--- src/rtl/three_operand_adder_pipe_pkg.sv ---
// three_op_pkg: shared mode constants, prefix-split default and G/P cell type for the three-operand adder
package three_op_pkg;
    localparam logic MODE_ADD3 = 1'b0;
    localparam logic MODE_SUBC = 1'b1;
    typedef struct packed {
        logic g;
        logic p;
    } gp_t;
    function automatic int default_split(input int width);
        return $clog2(width + 2) / 2;
    endfunction
endpackage

--- src/rtl/three_operand_adder_pipe_csa_row.sv ---
// csa_row: carry-save full-adder row over three operands with optional inversion of c for subtraction
module csa_row #(
    parameter int N = 34
) (
    input  logic [N-1:0] a,
    input  logic [N-1:0] b,
    input  logic [N-1:0] c,
    input  logic         inv,
    input  logic         cin,
    output logic [N-1:0] s,
    output logic [N-1:0] cy
);
    logic [N-1:0] cc;
    assign cc = inv ? ~c : c;
    assign s  = a ^ b ^ cc;
    // subtraction needs the +1 of two's complement, which takes the carry-in slot
    assign cy = {(a[N-2:0] & b[N-2:0]) | (a[N-2:0] & cc[N-2:0]) | (b[N-2:0] & cc[N-2:0]), inv | cin};
endmodule

--- src/rtl/three_operand_adder_pipe.sv ---
// three_operand_adder_pipe: 3-stage a+b+c+cin / a+b-c adder with carry-save row, split prefix tree and valid/ready flow
module three_operand_adder_pipe
    import three_op_pkg::*;
#(
    parameter int WIDTH        = 32,
    parameter int PREFIX_SPLIT = 0
) (
    input  logic             clk,
    input  logic             rst_n,
    input  logic             in_valid,
    output logic             in_ready,
    input  logic [WIDTH-1:0] a,
    input  logic [WIDTH-1:0] b,
    input  logic [WIDTH-1:0] c,
    input  logic             cin,
    input  logic             mode,
    output logic             out_valid,
    input  logic             out_ready,
    output logic [WIDTH+1:0] sum,
    output logic             busy
);
    localparam int N   = WIDTH + 2;
    localparam int L   = $clog2(N);
    localparam int SPR = PREFIX_SPLIT == 0 ? default_split(WIDTH) : PREFIX_SPLIT;
    localparam int SP  = SPR > L ? L : SPR;
    logic v1, v2, v3, acc1, adv1, adv2, adv3;
    logic [N-1:0] sx, cy, s1_s, s1_c, s2_p, p0, gc;
    gp_t [N-1:0] s2_gp;
    gp_t [N-1:0] t [0:L];
    gp_t [N-1:0] u [0:L];
    assign adv3      = v3 & out_ready;
    assign adv2      = v2 & (~v3 | adv3);
    assign adv1      = v1 & (~v2 | adv2);
    assign in_ready  = ~v1 | adv1;
    assign acc1      = in_valid & in_ready;
    assign out_valid = v3;
    assign busy      = v1 | v2 | v3;
    csa_row #(.N(N)) u_csa (
        .a  ({2'b00, a}),
        .b  ({2'b00, b}),
        .c  ({2'b00, c}),
        .inv(mode == MODE_SUBC),
        .cin(cin),
        .s  (sx),
        .cy (cy)
    );
    for (genvar i = 0; i < N; i++) begin : g_gp
        assign t[0][i] = {s1_s[i] & s1_c[i], s1_s[i] ^ s1_c[i]};
    end
    // level SP takes its input from the stage-2 register instead of the combinational tree
    for (genvar l = 0; l <= L; l++) begin : g_src
        assign u[l] = (l == SP) ? s2_gp : t[l];
    end
    for (genvar l = 0; l < L; l++) begin : g_lvl
        for (genvar i = 0; i < N; i++) begin : g_cell
            if (i >= 2 ** l) begin : g_op
                assign t[l+1][i] = {u[l][i].g | (u[l][i].p & u[l][i-2**l].g), u[l][i].p & u[l][i-2**l].p};
            end else begin : g_pass
                assign t[l+1][i] = u[l][i];
            end
        end
    end
    always_comb begin
        p0 = '0;
        gc = '0;
        for (int i = 0; i < N; i++) begin
            p0[i] = t[0][i].p;
            gc[i] = u[L][i].g;
        end
    end
    always_ff @(posedge clk or negedge rst_n) begin
        if (!rst_n) begin
            v1    <= 1'b0;
            v2    <= 1'b0;
            v3    <= 1'b0;
            s1_s  <= '0;
            s1_c  <= '0;
            s2_p  <= '0;
            s2_gp <= '0;
            sum   <= '0;
        end else begin
            v1 <= acc1 | (v1 & ~adv1);
            v2 <= adv1 | (v2 & ~adv2);
            v3 <= adv2 | (v3 & ~adv3);
            if (acc1) begin
                s1_s <= sx;
                s1_c <= cy;
            end
            if (adv1) begin
                s2_p  <= p0;
                s2_gp <= t[SP];
            end
            if (adv2) sum <= s2_p ^ (gc << 1);
        end
    end
endmodule
--- config.mk ---
export PLATFORM = sky130hd
export DESIGN_NAME = three_operand_adder_pipe
export DESIGN_NICKNAME = d
export VERILOG_FILES = /design/src/rtl/three_operand_adder_pipe_pkg.sv /design/src/rtl/three_operand_adder_pipe_csa_row.sv /design/src/rtl/three_operand_adder_pipe.sv
export SDC_FILE = /design/constraint.sdc
export NUM_CORES = 1
export LEC_CHECK = 0
export ABC_CLOCK_PERIOD_IN_PS = 3600
export BUFFER_PORTS_ARGS = -buffer_cell sky130_fd_sc_hd__buf_2
export CAP_MARGIN = 25
export CORE_MARGIN = 4
export CORE_UTILIZATION = 50
export DETAILED_ROUTE_END_ITERATION = 10
export PLACE_DENSITY_LB_ADDON = 0.05
export SLEW_MARGIN = 10
export SYNTH_ARGS = -nofsm -noshare
export SYNTH_HDL_FRONTEND = slang
export SYNTH_SLANG_ARGS = --single-unit
--- constraint.sdc ---
create_clock -name clk -period 3.6 [get_ports clk]
set_clock_uncertainty 0.1 [all_clocks]
set_input_delay 0.18 -clock clk [delete_from_list [all_inputs] [get_ports clk]]
set_output_delay 0.18 -clock clk [all_outputs]
set_load 0.1 [all_outputs]
==> impl_metrics.xml, run 1 <==
<?xml version="1.0" encoding="UTF-8"?>
<metrics>
  <group name="timing">
    <metric name="maxSlewHeadroom" unit="%">38.0</metric>
    <metric name="setup_tns_after_final_layout" unit="ns">0</metric>
    <metric name="clock.fmax" unit="MHz">464</metric>
    <metric name="max_slew.worst_pin.slew" unit="ns">0.929</metric>
    <metric name="grt_setup_unrepaired" unit="">false</metric>
    <metric name="hold_slack" unit="ns">0.0525</metric>
    <metric name="final_min_period_over_clock_period" unit="%">59.8</metric>
    <metric name="report.final.setup_viol" unit="">0</metric>
    <metric name="drv_slew" unit="">0</metric>
    <metric name="period_minus_ws_final" unit="ns">2.15</metric>
    <metric name="final_hold_viol_count" unit="">0</metric>
  </group>
  <group name="clock_tree">
    <metric name="clkLatencyLatePin" unit="ns">0.43</metric>
    <metric name="ctsResizeCount" unit="">0</metric>
    <metric name="clock_sink_count" unit="">195</metric>
    <metric name="clk_root_buffer_cell" unit="">sky130_fd_sc_hd__clkbuf_16</metric>
    <metric name="clkSlewWorstSetupHoldPaths" unit="ns">0.07</metric>
    <metric name="cts.repair_timing.setup_buffer_count" unit="">0</metric>
    <metric name="cts_tree" unit="">yes</metric>
    <metric name="clock_tree.buffer_depth" unit="">2</metric>
    <metric name="cts_buffers" unit="">17</metric>
    <metric name="cts.htree.levels" unit="">4</metric>
  </group>
  <group name="run">
    <metric name="number_of_violations_of_the_max_capacitance_limit" unit="">0</metric>
  </group>
  <group name="worst_setup_path">
    <metric name="rr_worst_depth" unit="">4</metric>
    <metric name="timing.critical_path.fanout_max" unit="">89</metric>
    <metric name="r2r_slack" unit="ns">1.45</metric>
    <metric name="timing.critical_path.required" unit="ns">3.83</metric>
    <metric name="timing.critical_path.from_type" unit="">flop</metric>
    <metric name="worst_setup_path_end_kind" unit="">flop</metric>
    <metric name="timing_worst_setup_path_type" unit="">flop to flop</metric>
    <metric name="critPathArrivalTime" unit="ns">2.38</metric>
  </group>
  <group name="layout">
    <metric name="finalNetCount" unit="">1368</metric>
    <metric name="mostFrequentLayoutCell" unit="">sky130_fd_sc_hd__nand2_1</metric>
    <metric name="num-fill-cells" unit="">1869</metric>
    <metric name="final_cell_mix" unit="">291 x sky130_fd_sc_hd__nand2_1, 195 x sky130_fd_sc_hd__dfrtp_1, 137 x sky130_fd_sc_hd__buf_2</metric>
    <metric name="stdcell_area" unit="sq um">11700</metric>
    <metric name="area_delta_synth_final" unit="%">13.7</metric>
    <metric name="antenna_fix_cells" unit="">0</metric>
    <metric name="drive_gt1_share" unit="%">15.8</metric>
    <metric name="multi_input_area" unit="sq um">4730</metric>
    <metric name="regArea" unit="sq um">4880</metric>
    <metric name="final-instance-count-excl-fill" unit="">1484</metric>
  </group>
  <group name="global_routing">
    <metric name="grt_use_total" unit="%">20.7</metric>
    <metric name="grt_max_degree" unit="">108</metric>
    <metric name="grt_antenna_before_repair" unit="">0</metric>
    <metric name="globalRouteOverflowTotal" unit="">0</metric>
    <metric name="first_global_vias" unit="">7240</metric>
    <metric name="grt_pass1_wl" unit="microns">37800</metric>
  </group>
  <group name="floorplanning">
    <metric name="fp-row-count" unit="">52</metric>
    <metric name="placeableCoreArea" unit="sq um">20200</metric>
    <metric name="io_pins" unit="">139</metric>
    <metric name="die_h" unit="microns">151</metric>
    <metric name="die-area" unit="sq um">22900</metric>
    <metric name="die_w" unit="microns">151</metric>
    <metric name="floorplan.initialDensity" unit="%">50.7</metric>
  </group>
  <group name="placement">
    <metric name="detailedPlacementHpwl" unit="microns">16900</metric>
    <metric name="place.detailed.instances" unit="">1447</metric>
    <metric name="place_congestion" unit="">0.849</metric>
    <metric name="postPlaceCellArea" unit="sq um">11000</metric>
    <metric name="port_buffers" unit="">138</metric>
  </group>
  <group name="power">
    <metric name="netSwitchingPower" unit="mW">4.13</metric>
    <metric name="pwr-share-seq" unit="%">35.5</metric>
    <metric name="power.ir.vdd_worst" unit="V">0.000312</metric>
    <metric name="leakage" unit="nW">5.66</metric>
    <metric name="power.clock.fraction" unit="%">21.8</metric>
    <metric name="power.internal" unit="mW">4.93</metric>
    <metric name="power_frac_comb" unit="%">42.7</metric>
    <metric name="power.total" unit="mW">9.07</metric>
    <metric name="sw_frac_of_total" unit="%">45.6</metric>
    <metric name="p_per_area" unit="nW/um^2">777</metric>
  </group>
  <group name="hold_path">
    <metric name="hold_path_cell_cnt" unit="">4</metric>
    <metric name="timing.hold.worst.class" unit="">input port to flop</metric>
  </group>
  <group name="synth">
    <metric name="syn_std_cell_area" unit="sq um">10300</metric>
    <metric name="synth-warning-count" unit="">0</metric>
    <metric name="postSynthNetCount" unit="">1262</metric>
    <metric name="synth_async_sr_flop_share" unit="%">100</metric>
    <metric name="synth.lib_cells_used.distinct" unit="">45</metric>
    <metric name="synth_enable_flop_cells" unit="">0</metric>
    <metric name="ys.flop_type" unit="">sky130_fd_sc_hd__dfrtp_1</metric>
    <metric name="synth_cells" unit="">1095</metric>
    <metric name="synth_seq_area_share" unit="%">47.5</metric>
    <metric name="ys_ff_latch" unit="">195</metric>
    <metric name="postSynthAreaPerCell" unit="sq um">9.37</metric>
  </group>
  <group name="drt">
    <metric name="postRouteAntennaNets" unit="">0</metric>
    <metric name="routed_wirelength" unit="microns">22300</metric>
    <metric name="num_vias" unit="">7518</metric>
    <metric name="post-route-drc-count" unit="">0</metric>
    <metric name="drt_iter0_drc" unit="">430</metric>
    <metric name="vias_per_cell" unit="">5.07</metric>
    <metric name="drt-wirelength-per-cell" unit="microns">15.1</metric>
    <metric name="drt_first_pass_iters" unit="">5</metric>
  </group>
  <group name="status">
    <metric name="status" unit="">complete, no violations</metric>
  </group>
</metrics>
area by class of cell:
type | count | area share (%)
Inverter | 69 | 2.22
Clock buffer | 19 | 3.79
Tap cell | 270 | 2.89
Multi-Input combinational cell | 766 | 40.5
Sequential cell | 195 | 41.8
Timing Repair Buffer | 152 | 7.32
Clock inverter | 13 | 1.49
metrics by stage:
step / util, % / setup WS [ns]
2_1_floorplan: - / 0.678
3_3_place_gp: 54.4 / 1.50
3_5_place_dp: 54.4 / 1.46
4_1_cts: 57.7 / 1.44
5_1_grt: 57.7 / 1.28
6_report: 57.7 / 1.45
layer usage:
layer | wire, microns | up-vias | global-route usage [%]
li1 | - | 3851 | -
met1 | 12000 | 3479 | 34.0
met2 | 9170 | 171 | 28.5
met3 | 947 | 17 | 3.20
met4 | 253 | 0 | 5.08
met5 | 0 | - | 0
power groups by stage:
stage	sequential, mW	clock (mW)	combinational [mW]
2_1_floorplan	4.46	0	1.75
3_3_place_gp	3.24	0	3.85
3_5_place_dp	3.26	0	3.87
4_1_cts	3.22	2.02	3.89
5_1_grt	3.29	2.12	4.23
6_report	3.21	1.98	3.87
critical path, cell delays in order, from the launching register on:
cell and delay (ns):
sky130_fd_sc_hd__dfrtp_1 0.49, sky130_fd_sc_hd__nand3b_2 0.17, sky130_fd_sc_hd__nand2_4 0.49, sky130_fd_sc_hd__buf_12 0.42
sky130_fd_sc_hd__o41ai_2 0.35
logic make-up after synthesis:
group | Yosys count | synth area share (%)
AO/OA/AOI/OAI | 263 | 14.8
XOR/XNOR | 64 | 5.46
adder cells (fa/ha/maj) | 65 | 10.3
buffers and inverters | 134 | 6.53
flip-flops | 195 | 47.5
multiplexers | 4 | 0.463
AND/OR/NAND/NOR | 370 | 15.0
flip-flops by register name (all words and copies together) (netlist names):
| register | flops |
|---|---|
| v1 | 1 |
| s2_gp | 50 |
| sum | 34 |
| s2_p | 34 |
| gc | 8 |
| s1_c | 33 |
| out_valid | 1 |
| v2 | 1 |
| s1_s | 33 |
path summary, 6_finish.rpt:
| kind | start | endpoint |
|---|---|---|
| min in group asynchronous | rst_n | sum[2]$_DFFE_PN0P_ |
| min | b[29] | s1_s[29]$_DFFE_PN0P_ |
| min reg2reg | sum[9]$_DFFE_PN0P_ | sum[9]$_DFFE_PN0P_ |
| max | v2$_DFF_PN0_ | s2_gp[22]$_DFFE_PN0P_ |
| max reg2reg | v2$_DFF_PN0_ | s2_gp[22]$_DFFE_PN0P_ |
| max in group asynchronous | rst_n | s1_s[32]$_DFFE_PN0P_ |
repair_timing:
action / CTS / global route
hold buffers: 5 / 0
endpoints found under the setup margin: 0 / 0
endpoints found under the hold margin: 106 / 0
synth_stat cells (2+ instances only):
master                       n  area [sq um]
sky130_fd_sc_hd__o41ai_2     5          81.3
sky130_fd_sc_hd__nand2b_1    4          25.0
sky130_fd_sc_hd__o21ai_1   125           626
sky130_fd_sc_hd__o21ai_0    28           140
sky130_fd_sc_hd__buf_6      13           146
sky130_fd_sc_hd__mux2_1      2          22.5
sky130_fd_sc_hd__a21oi_1    61           305
sky130_fd_sc_hd__a21o_1      9          67.6
sky130_fd_sc_hd__nand3_1     2          10.0
sky130_fd_sc_hd__ha_1       33           413
sky130_fd_sc_hd__nand4_1    23           144
sky130_fd_sc_hd__nor2_1     29           109
sky130_fd_sc_hd__dfrtp_1   195          4880
sky130_fd_sc_hd__a311o_1     7          70.1
sky130_fd_sc_hd__inv_1      69           259
sky130_fd_sc_hd__o31ai_1    18           135
sky130_fd_sc_hd__and2_1      8          50.1
sky130_fd_sc_hd__a31oi_1     2          12.5
sky130_fd_sc_hd__buf_4       8          60.1
sky130_fd_sc_hd__nand2_1   292          1100
sky130_fd_sc_hd__nand2_2     2          12.5
sky130_fd_sc_hd__buf_2      32           160
sky130_fd_sc_hd__xor2_1      8          70.1
sky130_fd_sc_hd__clkbuf_1   11          41.3
sky130_fd_sc_hd__fa_1       32           641
sky130_fd_sc_hd__nand4b_1    3          26.3
sky130_fd_sc_hd__xnor2_1    56           490
Power figures use the tool's default switching activity.
==> run 2: changes to the inputs <==
- ABC_AREA: not set -> 1
- ABC_CLOCK_PERIOD_IN_PS: 3600 -> 1900
- clock period: 3.6 -> 1.9 ns (I/O delays scaled with it)
==> impl_metrics.xml, run 2 <==
<?xml version="1.0" encoding="UTF-8"?>
<metrics>
  <group name="clock_tree">
    <metric name="clk_root_buffer_cell" unit="">sky130_fd_sc_hd__clkbuf_16</metric>
    <metric name="ctsResizeCount" unit="">0</metric>
    <metric name="clkSlewWorstSetupHoldPaths" unit="ns">0.07</metric>
    <metric name="clock_tree.buffer_depth" unit="">2</metric>
    <metric name="cts.htree.levels" unit="">4</metric>
    <metric name="clock_sink_count" unit="">195</metric>
    <metric name="cts_buffers" unit="">17</metric>
    <metric name="cts_tree" unit="">yes</metric>
    <metric name="cts.repair_timing.setup_buffer_count" unit="">0</metric>
    <metric name="clkLatencyLatePin" unit="ns">0.43</metric>
    <metric name="cts_hold_buf" unit="">35</metric>
  </group>
  <group name="layout">
    <metric name="final_core_util" unit="%">60.9</metric>
    <metric name="num-fill-cells" unit="">1921</metric>
    <metric name="area_delta_synth_final" unit="%">18.4</metric>
    <metric name="top_register" unit="">s2_gp</metric>
    <metric name="drive_gt1_share" unit="%">13.0</metric>
    <metric name="flip_flop_count_of_the_largest_register_all_copies_and_words_added" unit="">50</metric>
    <metric name="antenna_fix_cells" unit="">0</metric>
    <metric name="layout_top_registers" unit="">s2_gp x50, s2_p x34, sum x34</metric>
    <metric name="stdcell_area" unit="sq um">12400</metric>
    <metric name="finalNetCount" unit="">1604</metric>
    <metric name="final_cell_mix" unit="">455 x sky130_fd_sc_hd__nand2_1, 194 x sky130_fd_sc_hd__dfrtp_1, 149 x sky130_fd_sc_hd__inv_1</metric>
    <metric name="mostFrequentLayoutCell" unit="">sky130_fd_sc_hd__nand2_1</metric>
  </group>
  <group name="synth">
    <metric name="post-synth-top-area-fraction" unit="%">46.5</metric>
    <metric name="postSynthAreaPerCell" unit="sq um">8.24</metric>
    <metric name="syn_std_cell_area" unit="sq um">10500</metric>
    <metric name="synth.lib_cells_used.distinct" unit="">28</metric>
    <metric name="synth-warning-count" unit="">0</metric>
    <metric name="synth.most_common_cell" unit="">sky130_fd_sc_hd__nand2_1</metric>
    <metric name="synth_enable_flop_cells" unit="">0</metric>
    <metric name="ys.flop_type" unit="">sky130_fd_sc_hd__dfrtp_1</metric>
    <metric name="synthTopCellsByArea" unit="">sky130_fd_sc_hd__dfrtp_1 46%, sky130_fd_sc_hd__nand2_1 16%, sky130_fd_sc_hd__fa_1 6.1%</metric>
    <metric name="yosys-top-cells-count" unit="">455 x sky130_fd_sc_hd__nand2_1, 195 x sky130_fd_sc_hd__dfrtp_1, 149 x sky130_fd_sc_hd__inv_1, 94 x sky130_fd_sc_hd__o21ai_0, 65 x sky130_fd_sc_hd__nor2_1</metric>
    <metric name="synth_async_sr_flop_share" unit="%">100</metric>
    <metric name="synth_cells" unit="">1275</metric>
    <metric name="synth_seq_area_share" unit="%">46.5</metric>
    <metric name="postSynthNetCount" unit="">1442</metric>
    <metric name="synth.largest_area_cell" unit="">sky130_fd_sc_hd__dfrtp_1</metric>
    <metric name="ys_ff_latch" unit="">195</metric>
  </group>
  <group name="drt">
    <metric name="vias_per_cell" unit="">4.91</metric>
    <metric name="routed_wirelength" unit="microns">25100</metric>
    <metric name="drt_iter0_drc" unit="">520</metric>
    <metric name="drt_first_pass_iters" unit="">5</metric>
    <metric name="drt-wirelength-per-cell" unit="microns">14.6</metric>
    <metric name="postRouteAntennaNets" unit="">0</metric>
    <metric name="post-route-drc-count" unit="">0</metric>
    <metric name="num_vias" unit="">8447</metric>
  </group>
  <group name="worst_setup_path">
    <metric name="critPathArrivalTime" unit="ns">1.51</metric>
    <metric name="timing_worst_setup_path_type" unit="">flop to output port</metric>
    <metric name="timing.critical_path.fanout_max" unit="">4</metric>
    <metric name="worstPathCellList" unit="">inv_1 -&gt; nand2_1 -&gt; buf_2</metric>
    <metric name="worst_setup_path_end_kind" unit="">output port</metric>
    <metric name="critical_path.slowest_cell" unit="">sky130_fd_sc_hd__dfrtp_1</metric>
    <metric name="r2r_slack" unit="ns">0.23</metric>
    <metric name="timing.critical_path.from_type" unit="">flop</metric>
    <metric name="cpPeakStageDelay" unit="ns">0.50</metric>
    <metric name="crit-reg2reg-launch" unit="">s1_s[31]$_DFFE_PN0P_</metric>
    <metric name="rr_worst_depth" unit="">7</metric>
    <metric name="timing.critical_path.required" unit="ns">1.70</metric>
    <metric name="end_of_the_worst_register_to_register_path" unit="">s2_gp[65]$_DFFE_PN0P_</metric>
  </group>
  <group name="global_routing">
    <metric name="globalRouteOverflowTotal" unit="">0</metric>
    <metric name="first_global_vias" unit="">8118</metric>
    <metric name="grt_antenna_before_repair" unit="">0</metric>
    <metric name="grt_pass1_wl" unit="microns">42000</metric>
    <metric name="grt_max_degree" unit="">116</metric>
    <metric name="grt_use_total" unit="%">22.0</metric>
  </group>
  <group name="timing">
    <metric name="report.final.setup_viol" unit="">0</metric>
    <metric name="final_min_period_over_clock_period" unit="%">90.0</metric>
    <metric name="maxSlewHeadroom" unit="%">64.4</metric>
    <metric name="period_minus_ws_final" unit="ns">1.71</metric>
    <metric name="final_hold_viol_count" unit="">0</metric>
    <metric name="grt_setup_unrepaired" unit="">false</metric>
    <metric name="drv_slew" unit="">0</metric>
    <metric name="clock.fmax" unit="MHz">585</metric>
    <metric name="max_slew.worst_pin.slew" unit="ns">0.534</metric>
    <metric name="setup_tns_after_final_layout" unit="ns">0</metric>
  </group>
  <group name="power">
    <metric name="p_per_area" unit="nW/um^2">1360</metric>
    <metric name="power.ir.vdd_worst" unit="V">0.000634</metric>
    <metric name="leakage" unit="nW">6.43</metric>
    <metric name="power.clock.fraction" unit="%">21.1</metric>
    <metric name="sw_frac_of_total" unit="%">45.9</metric>
    <metric name="power.internal" unit="mW">9.17</metric>
    <metric name="netSwitchingPower" unit="mW">7.77</metric>
    <metric name="pwr-share-seq" unit="%">35.7</metric>
    <metric name="power_frac_comb" unit="%">43.2</metric>
  </group>
  <group name="placement">
    <metric name="postPlaceCellArea" unit="sq um">11500</metric>
    <metric name="port_buffers" unit="">138</metric>
    <metric name="place_congestion" unit="">0.877</metric>
    <metric name="detailedPlacementHpwl" unit="microns">18700</metric>
  </group>
  <group name="floorplanning">
    <metric name="io_pins" unit="">139</metric>
    <metric name="floorplan.initialDensity" unit="%">51.4</metric>
    <metric name="die_h" unit="microns">153</metric>
    <metric name="die_w" unit="microns">153</metric>
    <metric name="fp-row-count" unit="">52</metric>
    <metric name="placeableCoreArea" unit="sq um">20400</metric>
    <metric name="die-area" unit="sq um">23400</metric>
  </group>
  <group name="status">
    <metric name="status" unit="">complete, no violations</metric>
  </group>
  <group name="hold_path">
    <metric name="startpoint_of_the_tightest_hold_check_path" unit="">b[6]</metric>
    <metric name="whs_endpoint" unit="">s1_s[6]$_DFFE_PN0P_</metric>
    <metric name="timing.hold.worst.class" unit="">input port to flop</metric>
    <metric name="hold_path_cell_cnt" unit="">4</metric>
  </group>
  <group name="run">
    <metric name="number_of_violations_of_the_max_capacitance_limit" unit="">0</metric>
  </group>
</metrics>
run 2: changes by cell type after synthesis, moves of 12 or more:
| cell | delta |
|---|---|
| sky130_fd_sc_hd__o31ai_1 | -16 |
| sky130_fd_sc_hd__a21oi_1 | -21 |
| sky130_fd_sc_hd__buf_2 | -15 |
| sky130_fd_sc_hd__o21ai_0 | +66 |
| sky130_fd_sc_hd__inv_1 | +80 |
| sky130_fd_sc_hd__nand2_1 | +163 |
| sky130_fd_sc_hd__nor2_1 | +36 |
| sky130_fd_sc_hd__nand3_1 | +50 |
| sky130_fd_sc_hd__o21ai_1 | -98 |
| sky130_fd_sc_hd__nand4_1 | -23 |
| sky130_fd_sc_hd__nand3b_1 | +12 |
run 2: power by group through the flow:
stage                     clock network (mW)  registers (mW)  logic [mW]
after global placement                     0            6.08        7.17
after CTS                               3.64            6.05        7.33
final                                   3.58            6.05        7.32
after floorplan                            0            8.42        3.12
after detailed placement                   0            6.13        7.21
after global routing                    3.82            6.20        8.00
run 2: worst max path at each step:
stage,start,endpoint
after global routing,b[20],s1_s[20]$_DFFE_PN0P_
final,v1$_DFF_PN0_,busy
after global placement,s1_s[29]$_DFFE_PN0P_,s2_gp[65]$_DFFE_PN0P_
after detailed placement,s1_s[29]$_DFFE_PN0P_,s2_gp[65]$_DFFE_PN0P_
after CTS,v1$_DFF_PN0_,busy
after floorplan,out_valid$_DFF_PN0_,s1_c[13]$_DFFE_PN0P_
run 2: through the flow:
| step | total power, mW | cells | setup slack, ns | hold WS (ns) |
|---|---|---|---|---|
| 2_1_floorplan | 11.5 | 1275 | 0.00747 | -0.301 |
| 6_report | 16.9 | 1719 | 0.190 | 0.000420 |
| 4_1_cts | 17.0 | 1719 | 0.172 | 0.000331 |
| 3_5_place_dp | 13.3 | 1653 | 0.280 | 0.0145 |
| 3_3_place_gp | 13.2 | 1653 | 0.240 | 0.0259 |
| 5_1_grt | 18.0 | 1719 | 0.0945 | 0.00646 |
run 2: layer usage:
metal | vias up | GRT usage [%] | wire (microns)
met5 | - | 0 | 0
met4 | 0 | 5.13 | 251
met3 | 17 | 3.56 | 1200
met2 | 198 | 31.3 | 10500
met1 | 3930 | 35.2 | 13200
li1 | 4302 | - | -
run 2: logic make-up (layout without fill, tap and decap cells):
kind of cell	after synthesis	count (layout)	share of synthesized area [%]
AO/OA/AOI/OAI	183	183	9.21
XOR/XNOR	48	48	4.00
adder cells (fa/ha/maj)	65	65	10.0
buffers and inverters	194	368	7.97
flip-flops	195	195	46.5
AND/OR/NAND/NOR	590	590	22.3
run 2: layout make-up:
| type | count | area [sq um] | area share, % |
|---|---|---|---|
| inverters | 151 | 567 | 4.56 |
| multi-input cells | 886 | 4810 | 38.6 |
| well taps | 270 | 338 | 2.72 |
| repair buffers | 186 | 1260 | 10.1 |
| clock inverters | 11 | 119 | 0.955 |
| clock buffers | 20 | 467 | 3.75 |
| flip-flops and latches | 195 | 4880 | 39.3 |
run 2: worst max-delay path: cells and delay by family, from the launching register on:
| kind | cells | cell delay [ns] |
|---|---|---|
| buffers and inverters | 2 | 0.51 |
| AND/OR/NAND/NOR | 1 | 0.07 |
| flip-flops | 1 | 0.50 |
==> run 3: changes to the inputs <==
- ABC_CLOCK_PERIOD_IN_PS: 1900 -> 2200
- CORE_MARGIN: 4 -> 8
- clock period: 1.9 -> 2.2 ns (I/O delays scaled with it)
==> impl_metrics.xml, run 3 (synthesis results as in run 2) <==
<?xml version="1.0" encoding="UTF-8"?>
<metrics>
  <group name="layout">
    <metric name="multi_input_area" unit="sq um">4810</metric>
    <metric name="regArea" unit="sq um">4880</metric>
    <metric name="mostFrequentLayoutCell" unit="">sky130_fd_sc_hd__nand2_1</metric>
    <metric name="final-instance-count-excl-fill" unit="">1716</metric>
    <metric name="num-fill-cells" unit="">1926</metric>
    <metric name="stdcell_area" unit="sq um">12300</metric>
    <metric name="drive_gt1_share" unit="%">13.0</metric>
    <metric name="layout_top_registers" unit="">s2_gp x50, s2_p x34, sum x34</metric>
    <metric name="final_cell_mix" unit="">455 x sky130_fd_sc_hd__nand2_1, 194 x sky130_fd_sc_hd__dfrtp_1, 149 x sky130_fd_sc_hd__inv_1</metric>
    <metric name="area_delta_synth_final" unit="%">17.3</metric>
    <metric name="flip_flop_count_of_the_largest_register_all_copies_and_words_added" unit="">50</metric>
    <metric name="antenna_fix_cells" unit="">0</metric>
    <metric name="top_register" unit="">s2_gp</metric>
    <metric name="finalNetCount" unit="">1595</metric>
  </group>
  <group name="global_routing">
    <metric name="globalRouteOverflowTotal" unit="">0</metric>
    <metric name="grt_pass1_wl" unit="microns">42500</metric>
    <metric name="grt_use_total" unit="%">20.3</metric>
    <metric name="grt_max_degree" unit="">116</metric>
    <metric name="grt_antenna_before_repair" unit="">0</metric>
    <metric name="first_global_vias" unit="">8240</metric>
  </group>
  <group name="clock_tree">
    <metric name="clock_tree.buffer_depth" unit="">2</metric>
    <metric name="clk_root_buffer_cell" unit="">sky130_fd_sc_hd__clkbuf_16</metric>
    <metric name="clock_sink_count" unit="">195</metric>
    <metric name="ctsResizeCount" unit="">0</metric>
    <metric name="cts_buffers" unit="">17</metric>
    <metric name="clkSlewWorstSetupHoldPaths" unit="ns">0.07</metric>
    <metric name="cts.htree.levels" unit="">4</metric>
    <metric name="clkLatencyLatePin" unit="ns">0.43</metric>
    <metric name="cts_tree" unit="">yes</metric>
  </group>
  <group name="worst_setup_path">
    <metric name="timing_worst_setup_path_type" unit="">flop to output port</metric>
    <metric name="r2r_slack" unit="ns">0.51</metric>
    <metric name="timing.critical_path.from_type" unit="">flop</metric>
    <metric name="worst_setup_path_end_kind" unit="">output port</metric>
    <metric name="critPathArrivalTime" unit="ns">1.54</metric>
    <metric name="timing.critical_path.required" unit="ns">1.99</metric>
    <metric name="timing.critical_path.fanout_max" unit="">4</metric>
  </group>
  <group name="power">
    <metric name="power.ir.vdd_worst" unit="V">0.000514</metric>
    <metric name="leakage" unit="nW">6.37</metric>
    <metric name="p_per_area" unit="nW/um^2">1180</metric>
  </group>
  <group name="floorplanning">
    <metric name="io_pins" unit="">139</metric>
    <metric name="die_h" unit="microns">161</metric>
    <metric name="fp-row-count" unit="">53</metric>
    <metric name="die_w" unit="microns">161</metric>
    <metric name="placeableCoreArea" unit="sq um">20800</metric>
    <metric name="die-area" unit="sq um">25900</metric>
    <metric name="floorplan.initialDensity" unit="%">50.5</metric>
  </group>
  <group name="drt">
    <metric name="routed_wirelength" unit="microns">25500</metric>
    <metric name="drt_first_pass_iters" unit="">5</metric>
    <metric name="post-route-drc-count" unit="">0</metric>
    <metric name="route.met3.wl" unit="microns">1440</metric>
    <metric name="met2RoutedLength" unit="microns">10500</metric>
    <metric name="drt-wirelength-per-cell" unit="microns">14.9</metric>
    <metric name="drt-met1-wl" unit="microns">13400</metric>
    <metric name="vias_per_cell" unit="">4.91</metric>
    <metric name="num_vias" unit="">8432</metric>
    <metric name="postRouteAntennaNets" unit="">0</metric>
    <metric name="routed.top_layer" unit="">met4</metric>
    <metric name="drt_iter0_drc" unit="">555</metric>
  </group>
  <group name="timing">
    <metric name="max_slew.worst_pin.slew" unit="ns">0.613</metric>
    <metric name="final_hold_viol_count" unit="">0</metric>
    <metric name="grt_setup_unrepaired" unit="">false</metric>
    <metric name="drv_slew" unit="">0</metric>
    <metric name="setup_tns_after_final_layout" unit="ns">0</metric>
    <metric name="period_minus_ws_final" unit="ns">1.75</metric>
    <metric name="final_min_period_over_clock_period" unit="%">79.7</metric>
    <metric name="maxSlewHeadroom" unit="%">59.1</metric>
    <metric name="report.final.setup_viol" unit="">0</metric>
    <metric name="clock.fmax" unit="MHz">571</metric>
  </group>
  <group name="status">
    <metric name="status" unit="">complete, no violations</metric>
  </group>
  <group name="placement">
    <metric name="place_congestion" unit="">0.859</metric>
    <metric name="postPlaceCellArea" unit="sq um">11500</metric>
    <metric name="place.detailed.instances" unit="">1656</metric>
    <metric name="detailedPlacementHpwl" unit="microns">19100</metric>
    <metric name="port_buffers" unit="">138</metric>
  </group>
  <group name="run">
    <metric name="number_of_violations_of_the_max_capacitance_limit" unit="">0</metric>
  </group>
  <group name="hold_path">
    <metric name="timing.hold.worst.class" unit="">input port to flop</metric>
  </group>
</metrics>
[run 3: cell type report]
type,count,area share [%]
Inverter,151,4.60
Multi-Input combinational cell,886,39.0
Timing Repair Buffer,177,9.44
Sequential cell,195,39.6
Clock buffer,18,3.56
Tap cell,275,2.79
Clock inverter,14,0.965
[run 3: metal layers]
| metal | GRT usage, % | up-vias |
|---|---|---|
| li1 | - | 4298 |
| met1 | 31.6 | 3902 |
| met2 | 28.3 | 217 |
| met3 | 3.97 | 15 |
| met4 | 4.67 | 0 |
| met5 | 0 | - |
[run 3: power breakdown]
group / switching, mW / internal (mW) / leakage [nW] / total (mW)
clock: 1.46 / 1.51 / 0.269 / 2.97
sequential: 0.655 / 4.57 / 2.42 / 5.23
combinational: 4.64 / 1.65 / 3.68 / 6.30
[run 3: critical path, cell delays in order (launching register included)]
cell,delay [ns]
sky130_fd_sc_hd__dfrtp_1,0.50
sky130_fd_sc_hd__inv_1,0.10
sky130_fd_sc_hd__nand2_1,0.09
sky130_fd_sc_hd__buf_2,0.42
[run 3: stage by stage]
step / power [mW] / hold slack [ns] / util [%] / worst slack [ns]
after floorplan: 9.96 / -0.286 / - / 0.171
after global placement: 11.5 / 0.0698 / 55.1 / 0.544
after detailed placement: 11.5 / 0.0698 / 55.1 / 0.570
after CTS: 14.6 / 0.00242 / 59.2 / 0.436
after global routing: 15.4 / 0.0183 / 59.2 / 0.393
final: 14.5 / 0.00685 / 59.2 / 0.447
[run 3: worst paths after layout]
check                      cells after the start                 start                    end
hold / removal                                 4                 a[29]   s1_c[30]$_DFFE_PN0P_
min in group asynchronous                      2                 rst_n     sum[1]$_DFFE_PN0P_
setup / recovery                               3          v1$_DFF_PN0_                   busy
setup reg to reg                               5  s1_c[25]$_DFFE_PN0P_  s2_gp[52]$_DFFE_PN0P_
hold reg to reg                                2   sum[25]$_DFFE_PN0P_    sum[25]$_DFFE_PN0P_
max in group asynchronous                      3                 rst_n    out_valid$_DFF_PN0_
[run 3: timing repair]
item | in CTS | in global routing
setup buffers | 0 | 0
endpoints found under the setup margin | 0 | 0
hold buffers | 28 | 0
hold endpoints to repair | 90 | 0
